<file path="config.mk">
export PLATFORM = sky130hd
export DESIGN_NAME = he_lb_cfg_sequencer
export DESIGN_NICKNAME = d
export VERILOG_FILES = /design/src/rtl/he_lb_seq_pkg.sv /design/src/rtl/he_lb_mmio_req.sv /design/src/rtl/he_lb_cfg_sequencer.sv
export SDC_FILE = /design/constraint.sdc
export NUM_CORES = 1
export LEC_CHECK = 0
export ABC_AREA = 1
export CORE_MARGIN = 5
export CORE_UTILIZATION = 55
export DETAILED_ROUTE_END_ITERATION = 6
export PLACE_DENSITY = 0.87
export SLEW_MARGIN = 30
export SYNTH_ARGS = -nofsm -noshare
export SYNTH_HDL_FRONTEND = slang
export SYNTH_SLANG_ARGS = --single-unit
</file>
<file path="constraint.sdc">
create_clock -name clk -period 5.99 [get_ports clk]
set_input_delay 1.198 -clock clk [delete_from_list [all_inputs] [get_ports clk]]
set_output_delay 1.198 -clock clk [all_outputs]
set_load 0.005 [all_outputs]
</file>
<file path="src/rtl/he_lb_seq_pkg.sv">
// he_lb_seq_pkg: shared CSR map, INFO0 layout, FSM states and error codes for the HE-LB sequencer.
package he_lb_seq_pkg;
  localparam logic [11:0] OFF_DSML    = 12'h110;
  localparam logic [11:0] OFF_DSMH    = 12'h114;
  localparam logic [11:0] OFF_SRC     = 12'h120;
  localparam logic [11:0] OFF_DST     = 12'h128;
  localparam logic [11:0] OFF_NUM     = 12'h130;
  localparam logic [11:0] OFF_CTL     = 12'h138;
  localparam logic [11:0] OFF_CFG     = 12'h140;
  localparam logic [11:0] OFF_STATUS0 = 12'h160;
  localparam logic [11:0] OFF_ERROR   = 12'h170;
  localparam logic [11:0] OFF_INFO0   = 12'h180;
  localparam logic [63:0] CTL_RESET = 64'd0;
  localparam logic [63:0] CTL_RUN   = 64'd1;
  localparam logic [63:0] CTL_START = 64'd3;
  localparam logic [63:0] CTL_STOP  = 64'd7;
  typedef struct packed {
    logic [45:0] rsvd;
    logic [1:0]  bus_width_shift;
    logic [15:0] misc;
  } t_info0;
  // Encoding is sequential so linear write steps advance by +1.
  typedef logic [4:0] t_state;
  localparam t_state S_IDLE     = 5'd0;
  localparam t_state S_RD_INFO0 = 5'd1;
  localparam t_state S_CHECK    = 5'd2;
  localparam t_state S_WR_DSML  = 5'd3;
  localparam t_state S_WR_DSMH  = 5'd4;
  localparam t_state S_WR_SRC   = 5'd5;
  localparam t_state S_WR_DST   = 5'd6;
  localparam t_state S_WR_NUM   = 5'd7;
  localparam t_state S_WR_CFG   = 5'd8;
  localparam t_state S_WR_CTL0  = 5'd9;
  localparam t_state S_WR_CTL1  = 5'd10;
  localparam t_state S_WR_CTL3  = 5'd11;
  localparam t_state S_GAP      = 5'd12;
  localparam t_state S_RD_STAT  = 5'd13;
  localparam t_state S_RD_ERR   = 5'd14;
  localparam t_state S_WR_STOP  = 5'd15;
  localparam t_state S_FINISH   = 5'd16;
  typedef enum logic [2:0] {
    ERR_OK      = 3'd0,
    ERR_NUM0    = 3'd1,
    ERR_ALIGN   = 3'd2,
    ERR_TIMEOUT = 3'd3,
    ERR_HELB    = 3'd4
  } t_err;
  function automatic logic [63:0] bus_bytes(input logic [1:0] shift);
    return 64'd32 << shift;
  endfunction
endpackage

</file>
<file path="src/rtl/he_lb_mmio_req.sv">
// he_lb_mmio_req: MMIO request register slice with read-pending tracking; one issue pulse in, one completion pulse out.
module he_lb_mmio_req #(
  parameter int ADDR_W = 20
) (
  input  logic              clk,
  input  logic              rst_n,
  input  logic              issue,
  input  logic              issue_write,
  input  logic              issue_dw,
  input  logic [ADDR_W-1:0] issue_addr,
  input  logic [63:0]       issue_wdata,
  input  logic              req_ready,
  input  logic              rsp_valid,
  output logic              req_valid,
  output logic              req_write,
  output logic              req_dw,
  output logic [ADDR_W-1:0] req_addr,
  output logic [63:0]       req_wdata,
  output logic              idle,
  output logic              cpl
);
  logic rd_pend;
  assign idle = !req_valid && !rd_pend;
  assign cpl = (req_valid && req_ready && req_write) || (rd_pend && rsp_valid);
  always_ff @(posedge clk or negedge rst_n) begin
    if (!rst_n) begin
      req_valid <= 1'b0;
      req_write <= 1'b0;
      req_dw    <= 1'b0;
      req_addr  <= '0;
      req_wdata <= '0;
      rd_pend   <= 1'b0;
    end else begin
      if (issue) begin
        req_valid <= 1'b1;
        req_write <= issue_write;
        req_dw    <= issue_dw;
        req_addr  <= issue_addr;
        req_wdata <= issue_wdata;
      end else if (req_valid && req_ready) begin
        req_valid <= 1'b0;
      end
      if (req_valid && req_ready && !req_write) rd_pend <= 1'b1;
      else if (rd_pend && rsp_valid) rd_pend <= 1'b0;
    end
  end
endmodule

</file>
<file path="src/rtl/he_lb_cfg_sequencer.sv">
// he_lb_cfg_sequencer: MMIO master that programs, runs, polls and stops one HE-LB loopback pass.
module he_lb_cfg_sequencer
  import he_lb_seq_pkg::*;
#(
  parameter int          ADDR_W     = 20,
  parameter int unsigned CSR_BASE   = 0,
  parameter int          POLL_GAP   = 64,
  parameter int          POLL_LIMIT = 1024
) (
  input  logic              clk,
  input  logic              rst_n,
  input  logic              start,
  input  logic [63:0]       src_addr,
  input  logic [63:0]       dst_addr,
  input  logic [63:0]       dsm_base,
  input  logic [31:0]       num_lines,
  input  logic [63:0]       cfg_word,
  output logic              req_valid,
  input  logic              req_ready,
  output logic              req_write,
  output logic              req_dw,
  output logic [ADDR_W-1:0] req_addr,
  output logic [63:0]       req_wdata,
  input  logic              rsp_valid,
  input  logic [63:0]       rsp_data,
  output logic              busy,
  output logic              done,
  output logic [2:0]        err_code,
  output logic [63:0]       info0_q
);
  localparam int GW = $clog2(POLL_GAP + 1);
  localparam int PW = $clog2(POLL_LIMIT + 1) > 11 ? $clog2(POLL_LIMIT + 1) : 11;
  t_state          state;
  t_info0          info0_r;
  logic [63:0]     src_q, dst_q, dsm_q, cfg_q, rq_wdata;
  logic [31:0]     num_q;
  logic [GW-1:0]   gap_cnt;
  logic [PW-1:0]   poll_cnt, poll_nxt;
  logic [11:0]     rq_off;
  logic            is_req, issue, idle, cpl, rq_write, rq_dw, misaligned;
  assign info0_q = info0_r;
  assign is_req = state inside {S_RD_INFO0, S_WR_DSML, S_WR_DSMH, S_WR_SRC, S_WR_DST, S_WR_NUM,
                                S_WR_CFG, S_WR_CTL0, S_WR_CTL1, S_WR_CTL3, S_RD_STAT, S_RD_ERR, S_WR_STOP};
  assign issue = is_req && idle;
  assign misaligned = |((src_q | dst_q) & (bus_bytes(info0_r.bus_width_shift) - 64'd1));
  assign poll_nxt = &poll_cnt ? poll_cnt : poll_cnt + 1'b1;
  always_comb begin
    rq_write = 1'b1;
    rq_dw    = 1'b0;
    rq_off   = OFF_CTL;
    rq_wdata = '0;
    case (state)
      S_RD_INFO0: begin rq_write = 1'b0; rq_off = OFF_INFO0; end
      S_WR_DSML:  begin rq_dw = 1'b1; rq_off = OFF_DSML; rq_wdata = {32'd0, dsm_q[31:0]}; end
      S_WR_DSMH:  begin rq_dw = 1'b1; rq_off = OFF_DSMH; rq_wdata = {32'd0, dsm_q[63:32]}; end
      S_WR_SRC:   begin rq_off = OFF_SRC; rq_wdata = src_q >> 6; end
      S_WR_DST:   begin rq_off = OFF_DST; rq_wdata = dst_q >> 6; end
      S_WR_NUM:   begin rq_off = OFF_NUM; rq_wdata = {32'd0, num_q - 32'd1}; end
      S_WR_CFG:   begin rq_off = OFF_CFG; rq_wdata = cfg_q; end
      S_WR_CTL0:  rq_wdata = CTL_RESET;
      S_WR_CTL1:  rq_wdata = CTL_RUN;
      S_WR_CTL3:  rq_wdata = CTL_START;
      S_RD_STAT:  begin rq_write = 1'b0; rq_off = OFF_STATUS0; end
      S_RD_ERR:   begin rq_write = 1'b0; rq_off = OFF_ERROR; end
      S_WR_STOP:  rq_wdata = CTL_STOP;
      default:    ;
    endcase
  end
  he_lb_mmio_req #(.ADDR_W(ADDR_W)) u_req (
    .clk         (clk),
    .rst_n       (rst_n),
    .issue       (issue),
    .issue_write (rq_write),
    .issue_dw    (rq_dw),
    .issue_addr  (ADDR_W'(CSR_BASE) + ADDR_W'(rq_off)),
    .issue_wdata (rq_wdata),
    .req_ready   (req_ready),
    .rsp_valid   (rsp_valid),
    .req_valid   (req_valid),
    .req_write   (req_write),
    .req_dw      (req_dw),
    .req_addr    (req_addr),
    .req_wdata   (req_wdata),
    .idle        (idle),
    .cpl         (cpl)
  );
  always_ff @(posedge clk or negedge rst_n) begin
    if (!rst_n) begin
      state    <= S_IDLE;
      busy     <= 1'b0;
      done     <= 1'b0;
      err_code <= ERR_OK;
      info0_r  <= '0;
      src_q    <= '0;
      dst_q    <= '0;
      dsm_q    <= '0;
      cfg_q    <= '0;
      num_q    <= '0;
      gap_cnt  <= '0;
      poll_cnt <= '0;
    end else begin
      done <= 1'b0;
      case (state)
        S_IDLE: if (start) begin
          src_q    <= src_addr;
          dst_q    <= dst_addr;
          dsm_q    <= dsm_base;
          cfg_q    <= cfg_word;
          num_q    <= num_lines;
          busy     <= 1'b1;
          gap_cnt  <= '0;
          poll_cnt <= '0;
          err_code <= num_lines == 32'd0 ? ERR_NUM0 : ERR_OK;
          state    <= num_lines == 32'd0 ? S_FINISH : S_RD_INFO0;
        end
        S_RD_INFO0: if (cpl) begin
          info0_r <= rsp_data;
          state   <= S_CHECK;
        end
        S_CHECK: begin
          if (misaligned) err_code <= ERR_ALIGN;
          state <= misaligned ? S_FINISH : S_WR_DSML;
        end
        S_WR_DSML, S_WR_DSMH, S_WR_SRC, S_WR_DST, S_WR_NUM, S_WR_CFG,
        S_WR_CTL0, S_WR_CTL1, S_WR_CTL3, S_WR_STOP: if (cpl) state <= state + 5'd1;
        S_GAP: begin
          gap_cnt <= gap_cnt == GW'(POLL_GAP - 1) ? '0 : gap_cnt + 1'b1;
          if (gap_cnt == GW'(POLL_GAP - 1)) state <= S_RD_STAT;
        end
        S_RD_STAT: if (cpl) begin
          if (rsp_data[31:0] >= num_q) begin
            state <= S_RD_ERR;
          end else begin
            poll_cnt <= poll_nxt;
            if (poll_nxt == PW'(POLL_LIMIT)) err_code <= ERR_TIMEOUT;
            state <= poll_nxt == PW'(POLL_LIMIT) ? S_WR_STOP : S_GAP;
          end
        end
        S_RD_ERR: if (cpl) begin
          if (|rsp_data) err_code <= ERR_HELB;
          state <= S_WR_STOP;
        end
        S_FINISH: begin
          done  <= 1'b1;
          busy  <= 1'b0;
          state <= S_IDLE;
        end
        default: state <= S_IDLE;
      endcase
    end
  end
endmodule

</file>
Yosys cells after proc, flatten, opt, wreduce, memory -nomap -nowiden
Cells that the tools add are included.
{"block": "totals", "rom_bits": 0, "regBits": 460, "memories": 0, "word_cells": 128, "ram_bits": 0, "inputBits": 357, "out_inout_bits": 156, "latchBits": 0}
{"block": "op_classes", "add_sub_neg": 5, "eq_ne": 28, "n_mux": 39, "n_lt_le_gt_ge": 1, "shifts": 1, "mul": 0, "div": 0, "n_bitwise": 2, "reduce_logical": 32}
{"op": "case mux 64 bit (9 select lines)", "count": 1}
{"op": "OR reduction 64 bit", "count": 2}
{"op": "case mux 8 bit (9 select lines)", "count": 1}
{"op": "bitwise AND 64 bit", "count": 1}
{"op": "bitwise OR 64 bit", "count": 1}
{"op": "<< shifter 6 x 2 -> 64 bit (first input constant)", "count": 1}
{"op": "subtractor 64 x 1 -> 64 bit (second input constant)", "count": 1}
{"op": "2-to-1 mux 11 bit", "count": 4}
{"op": "== test 5 x 4 -> 1 bit (second input constant)", "count": 8}
{"op": "2-to-1 mux 5 bit", "count": 8}
{"op": "case mux 5 bit (7 select lines)", "count": 1}
{"op": ">= comparator 32 bit", "count": 1}
{"op": "zero test 32 bit", "count": 1}
{"op": "subtractor 32 x 1 -> 32 bit (second input constant)", "count": 1}
{"op": "case mux 11 bit (2 select lines)", "count": 1}
{"op": "2-to-1 mux 3 bit", "count": 7}
{"op": "== test 5 x 3 -> 1 bit (second input constant)", "count": 4}
{"op": "!= test 2 bit (second input constant)", "count": 8}
{"op": "2-to-1 mux 7 bit", "count": 2}
{"op": "case mux 7 bit (2 select lines)", "count": 1}
{"op": "nonzero test 13 bit", "count": 1}
{"op": "case mux 3 bit (4 select lines)", "count": 1}
{"op": "adder 11 x 1 -> 11 bit (second input constant)", "count": 1}
{"op": "== test 11 bit (second input constant)", "count": 1}
{"op": "other kinds (24)", "count": 49}

Longest topological paths before layout
{"block": "logic_depth", "depth_word": 7, "mapped_depth": 18}

Hierarchy
From an unflattened synthesis, not the netlist that was laid out.
{"block": "hier_totals", "hier_cells": 2413, "hier_area_um2": 22487.8}
{"mod": "he_lb_cfg_sequencer", "cells_each": 2037, "seq_area_each_um2": 9509.1, "instances": 1, "area_each_um2": 19134.6}
{"mod": "he_lb_mmio_req", "cells_each": 376, "seq_area_each_um2": 2202.1, "instances": 1, "area_each_um2": 3353.2}

Worst setup path after synthesis
Ideal clock, no wire load.
{"block": "synth_timing", "path_type": "input-to-reg", "startpoint": "in rsp_data[5]", "endpoint": "reg poll_cnt[4]", "arrival_ns": 2.519, "slack_ns": 3.343, "path_stages": 14, "cell_sequence": "ha_1 a21oi_1 nor2_1 nor2_1 nand3_1 nand2_1 nand2_1 nand2_1 nand2_1 nand2_1 nand3_1 buf_4 nand2_1 o21ai_0"}
{"block": "synth_via", "elab_chain_cells": 3}
{"item": "start: declaration", "line_no": "he_lb_cfg_sequencer.sv:25", "rtl": "input logic [63:0] rsp_data,"}
{"item": ">= comparator 32 bit", "line_no": "he_lb_cfg_sequencer.sv:131", "rtl": "if (rsp_data[31:0] >= num_q) begin"}
{"item": "!= test 2 bit (no line)"}
{"item": "AND reduction 4 bit (no line)"}
{"item": "end signal: assignment", "line_no": "he_lb_cfg_sequencer.sv:134", "rtl": "poll_cnt <= poll_nxt;"}
{"item": "end: declaration", "line_no": "he_lb_cfg_sequencer.sv:38", "rtl": "logic [PW-1:0] poll_cnt, poll_nxt;"}
No other way between the ends.
A chain may end at the register's enable or synchronous reset.

Final worst setup path
{"block": "layout_timing", "startpoint": "reg state[0]", "endpoint": "reg u_req.req_addr[4]"}
{"block": "layout_via", "elab_chain_cells": 3, "word_cells_on_any_way": 16, "cone_classes": "eq/ne: 13; mux: 1; reduce/logical: 2"}
{"item": "start: declaration", "line_no": "he_lb_cfg_sequencer.sv:33", "rtl": "t_state state;"}
{"item": "start signal: assignment", "line_no": "he_lb_cfg_sequencer.sv:114", "rtl": "state <= num_lines == 32'd0 ? S_FINISH : S_RD_INFO0;"}
{"item": "start signal: assignment", "line_no": "he_lb_cfg_sequencer.sv:122", "rtl": "state <= misaligned ? S_FINISH : S_WR_DSML;"}
{"item": "start signal: assignment", "line_no": "he_lb_cfg_sequencer.sv:125", "rtl": "S_WR_CTL0, S_WR_CTL1, S_WR_CTL3, S_WR_STOP: if (cpl) state <= state + 5'd1;"}
{"item": "== test 5 x 1 -> 1 bit (tied with other cells)", "line_no": "he_lb_cfg_sequencer.sv:42, he_lb_cfg_sequencer.sv:52"}
{"item": "nonzero test 13 bit", "line_no": "he_lb_cfg_sequencer.sv:42", "rtl": "assign is_req = state inside {S_RD_INFO0, S_WR_DSML, S_WR_DSMH, S_WR_SRC, S_WR_DST, S_WR_NUM,"}
{"item": "logical AND 1 bit", "line_no": "he_lb_cfg_sequencer.sv:44", "rtl": "assign issue = is_req && idle;"}
{"item": "end signal: assignment", "line_no": "he_lb_mmio_req.sv:38", "rtl": "req_addr <= issue_addr;"}
{"item": "end: declaration", "line_no": "he_lb_mmio_req.sv:17", "rtl": "output logic [ADDR_W-1:0] req_addr,"}
Parallel ways exist; a longest one is shown, timed or not.

==> results.sh <==
export IMPL_status="finished, final reports clean"
export IMPL_timing_rr_start="state[0]$_DFFE_PN0P_"
export IMPL_ff2ff_setup_slack_ns=2.58
export IMPL_die_h_microns=209.3
export IMPL_seq_area_frac_synth_pct=52.11
export IMPL_drv_cap=0
export IMPL_dp_slack_ns=2.342
export IMPL_dr_pass1_iters=6
export IMPL_synth_edf_count=0
export IMPL_path_cells="inv_1 -> ha_1 -> nand2_1 -> nor2_4 -> buf_4 -> nor2_1 -> o2111ai_2 -> nor2_4 -> nor3_4 -> buf_4 -> o21ai_0 -> nand2_1"
export IMPL_tightest_slew_ns=0.8684
export IMPL_root_buffer="clkbuf_16"
export IMPL_synthToLayoutAreaGrowth_pct=31.15
export IMPL_hpwlAfterDp_microns=54140
export IMPL_pin_count=513
export IMPL_grt_max_degree=168
export IMPL_crit_arrival_ns=3.94
export IMPL_clock_skew_ns=0.01974
export IMPL_drtAntennaViolNets=0
export IMPL_synth_seq_cells=455
export IMPL_final_util_pct=72.46
export IMPL_die_area_sq_um=43810
export IMPL_drt_iter0_markers=2018
export IMPL_dp_cells=3398
export IMPL_p_int_mw=8.196
export IMPL_slowest_stage="nor3_4"
export IMPL_p_leak_nw=13.52
export IMPL_fin_crit_ns=3.409
export IMPL_cts_resized=0
export IMPL_cts_setup_buffers=0
export IMPL_async_flop_share_pct=100.0
export IMPL_clkSinkCount=455
export IMPL_power_density_nw_per_um2=447.9
export IMPL_final_nets=3320
export IMPL_max_stage_delay_ns=0.62
export IMPL_clk_insertion_delay_late_ns=0.60
export IMPL_first_global_vias=19890
export IMPL_vias=19720
export IMPL_worstSetupStartpointType="flop"
export IMPL_hold_buffers=0
export IMPL_hold_path_class="flop to flop"
export IMPL_routedWlPerCell_microns=21.21
export IMPL_antenna_found_initial=15
export IMPL_cts_tree="built"
export IMPL_rsz0062_at_grt="false"
export IMPL_synth_cell_types=47
export IMPL_num_rows=73
export IMPL_cp_max_fo=41
export IMPL_gp_congestion=0.9707
export IMPL_synth_cells=2464
export IMPL_combPwrFrac_pct=36.1
export IMPL_synth_cell_area_sq_um=21850
export IMPL_overflow=0
export IMPL_min_to="err_code[2]$_DFFE_PN0P_"
export IMPL_clkPwrFrac_pct=23.3
export IMPL_sw_frac_of_total_pct=36.15
export IMPL_ys_warn_count=0
export IMPL_critical_path_required_ns=6.52
export IMPL_port_buffer_count=499
export IMPL_setup_ws_ns=2.582
export IMPL_ys_flop_type="dfrtp_1"
export IMPL_clk_pin_slew_ns=0.06
export IMPL_numCtsBuffers=46
export IMPL_syn_area_per_cell_sq_um=8.868
export IMPL_drive_gt1_share_pct=9.005
export IMPL_start_util_pct=55.25
export IMPL_viasPerCell=5.651
export IMPL_switchingPower_mw=4.641
export IMPL_hp_start="err_code[2]$_DFFE_PN0P_"
export IMPL_finalSetupViolations=0
export IMPL_fin_crit_sh_pct=56.90
export IMPL_ir_worst_vdd_v=0.0002987
export IMPL_slew_headroom_pct=41.49
export IMPL_drv_slew=0
export IMPL_worstSetupEndpointType="flop"
export IMPL_tns_ns=0
export IMPL_cts_htree_levels=2
export IMPL_critPathKind="flop to flop"
export IMPL_r2r_end="u_req.req_addr[4]$_DFFE_PN0P_"
export IMPL_holdPathStages=2
export IMPL_grt_pass1_wl_microns=113100
export IMPL_p_seq_share_pct=40.6
export IMPL_drc=0
export IMPL_drt_total_wl_microns=74020
export IMPL_clk_path_buf_depth=3
export IMPL_die_w_microns=209.3
export IMPL_core_area_sq_um=39550
export IMPL_r2r_cells=12
export IMPL_hold_viol_final=0
export IMPL_grt_util_all_layers_pct=32.92
export IMPL_stdcell_count=3489
export IMPL_max_freq_ghz=0.2934
layout make-up:
cell class	count	area, sq um
clock inverters	16	254.0
fillers	2733	10890
inverters	314	1180
multi-input cells	1591	8662
repair buffers	514	5195
diodes	10	25.02
well taps	525	656.9
clock buffers	64	1299
flip-flops and latches	455	11390
Yosys cell counts, types with 6 or more instances:
cell	n	area share, %
a211oi_1	10	0.34
a21oi_1	172	3.9
a221oi_1	13	0.52
a22o_1	7	0.28
a31oi_1	8	0.23
buf_2	22	0.50
buf_4	17	0.58
buf_6	23	1.2
clkbuf_1	53	0.91
dfrtp_1	455	52
ha_1	41	2.3
inv_1	306	5.3
inv_2	6	0.10
mux2_2	148	7.6
nand2_1	506	8.7
nand3_1	70	1.6
nand4_1	42	1.2
nor2_1	274	4.7
nor3_1	10	0.23
o2111ai_1	14	0.56
o21ai_0	144	3.3
o21ai_1	32	0.73
o22ai_1	40	1.1
power groups by stage:
stage          Combinational (mW)  Sequential, mW  Clock (mW)
2_1_floorplan                2.90            4.98           0
3_3_place_gp                 4.35            5.13           0
3_5_place_dp                 4.55            5.22           0
4_1_cts                      4.61            5.19        3.02
5_1_grt                      5.11            5.33        3.14
6_report                     4.63            5.22        2.99
kinds of logic after synthesis:
kind of cell / Yosys count / synth area share [%]
xor+xnor: 7 / 0.2806
compound gates: 451 / 11.47
flops: 455 / 52.11
mux: 148 / 7.627
other cells: 1 / 0.01716
simple gates: 931 / 17.55
buf+inv: 430 / 8.601
fa+ha+maj: 41 / 2.348
through the flow:
stage | power, mW | hold slack (ns) | cell area, sq um
floorplan | 7.877 | 0.4530 | 21900
global placement | 9.483 | 0.4561 | 27040
detailed placement | 9.772 | 0.4687 | 27040
CTS | 12.82 | 0.4851 | 28600
global route | 13.58 | 0.5084 | 28650
finish | 12.84 | 0.4827 | 28660
state kept, by name, summed over array words and instances, names as in the netlist:
name	flops
dst_q	64
busy	1
poll_cnt	11
err_code	3
u_req.rd_pend	1
dsm_q	64
u_req.req_wdata	64
cfg_q	64
u_req.req_write	1
state	5
done	1
src_q	64
gap_cnt	7
u_req.req_valid	1
num_q	32
u_req.req_dw	1
u_req.req_addr	7
info0_q	64
cells in the final DEF (no fill, tap or decap), types with 4 or more instances in the layout:
cell type / count
diode_2: 10
clkbuf_8: 8
buf_4: 9
nand3_1: 70
clkbuf_16: 46
a22o_1: 7
a21oi_1: 172
nand2_2: 5
a211oi_1: 10
xor2_1: 5
nor2_1: 273
dfrtp_1: 455
a31oi_1: 8
clkinv_2: 7
nor2_2: 4
o21ai_0: 144
o22ai_1: 40
buf_12: 5
ha_1: 41
bufinv_16: 5
mux2_2: 148
inv_1: 305
o21ai_1: 32
nor2_4: 6
clkbuf_1: 10
a221oi_1: 13
o2111ai_1: 14
nand4_1: 42
nor3_1: 10
nand2_1: 504
inv_2: 6
conb_1: 13
clkdlybuf4s50_1: 498
how the worst max path moves through the flow:
stage	start	to	slack, ns	depth (start not counted)
2_1_floorplan	rsp_data[5]	poll_cnt[4]$_DFFE_PN0P_	3.34	14
3_3_place_gp	req_ready	info0_q[12]$_DFFE_PN0P_	2.39	5
3_5_place_dp	req_ready	info0_q[12]$_DFFE_PN0P_	2.34	5
4_1_cts	state[0]$_DFFE_PN0P_	u_req.req_addr[5]$_DFFE_PN0P_	2.62	12
5_1_grt	state[0]$_DFFE_PN0P_	u_req.req_addr[4]$_DFFE_PN0P_	2.38	12
6_report	state[0]$_DFFE_PN0P_	u_req.req_addr[4]$_DFFE_PN0P_	2.58	12
worst max-delay path, delay by kind of cell, from the launching register on:
family                     cells  cell delay, ns
DFF                            1            0.44
buffers and inverters          3            1.13
AOI/OAI and AO/OA              2            0.33
adders and majority gates      1            0.18
and+or+nand+nor                6            1.25
layer usage:
metal  vias to the layer above  routed length (microns)  track usage [%]
li1                       8946                        -                -
met1                      9539                    27940            41.83
met2                      1000                    35260            53.29
met3                       225                     6815            8.356
met4                         8                     3962            15.53
met5                         -                       45                0
Power figures use the tool's default switching activity.
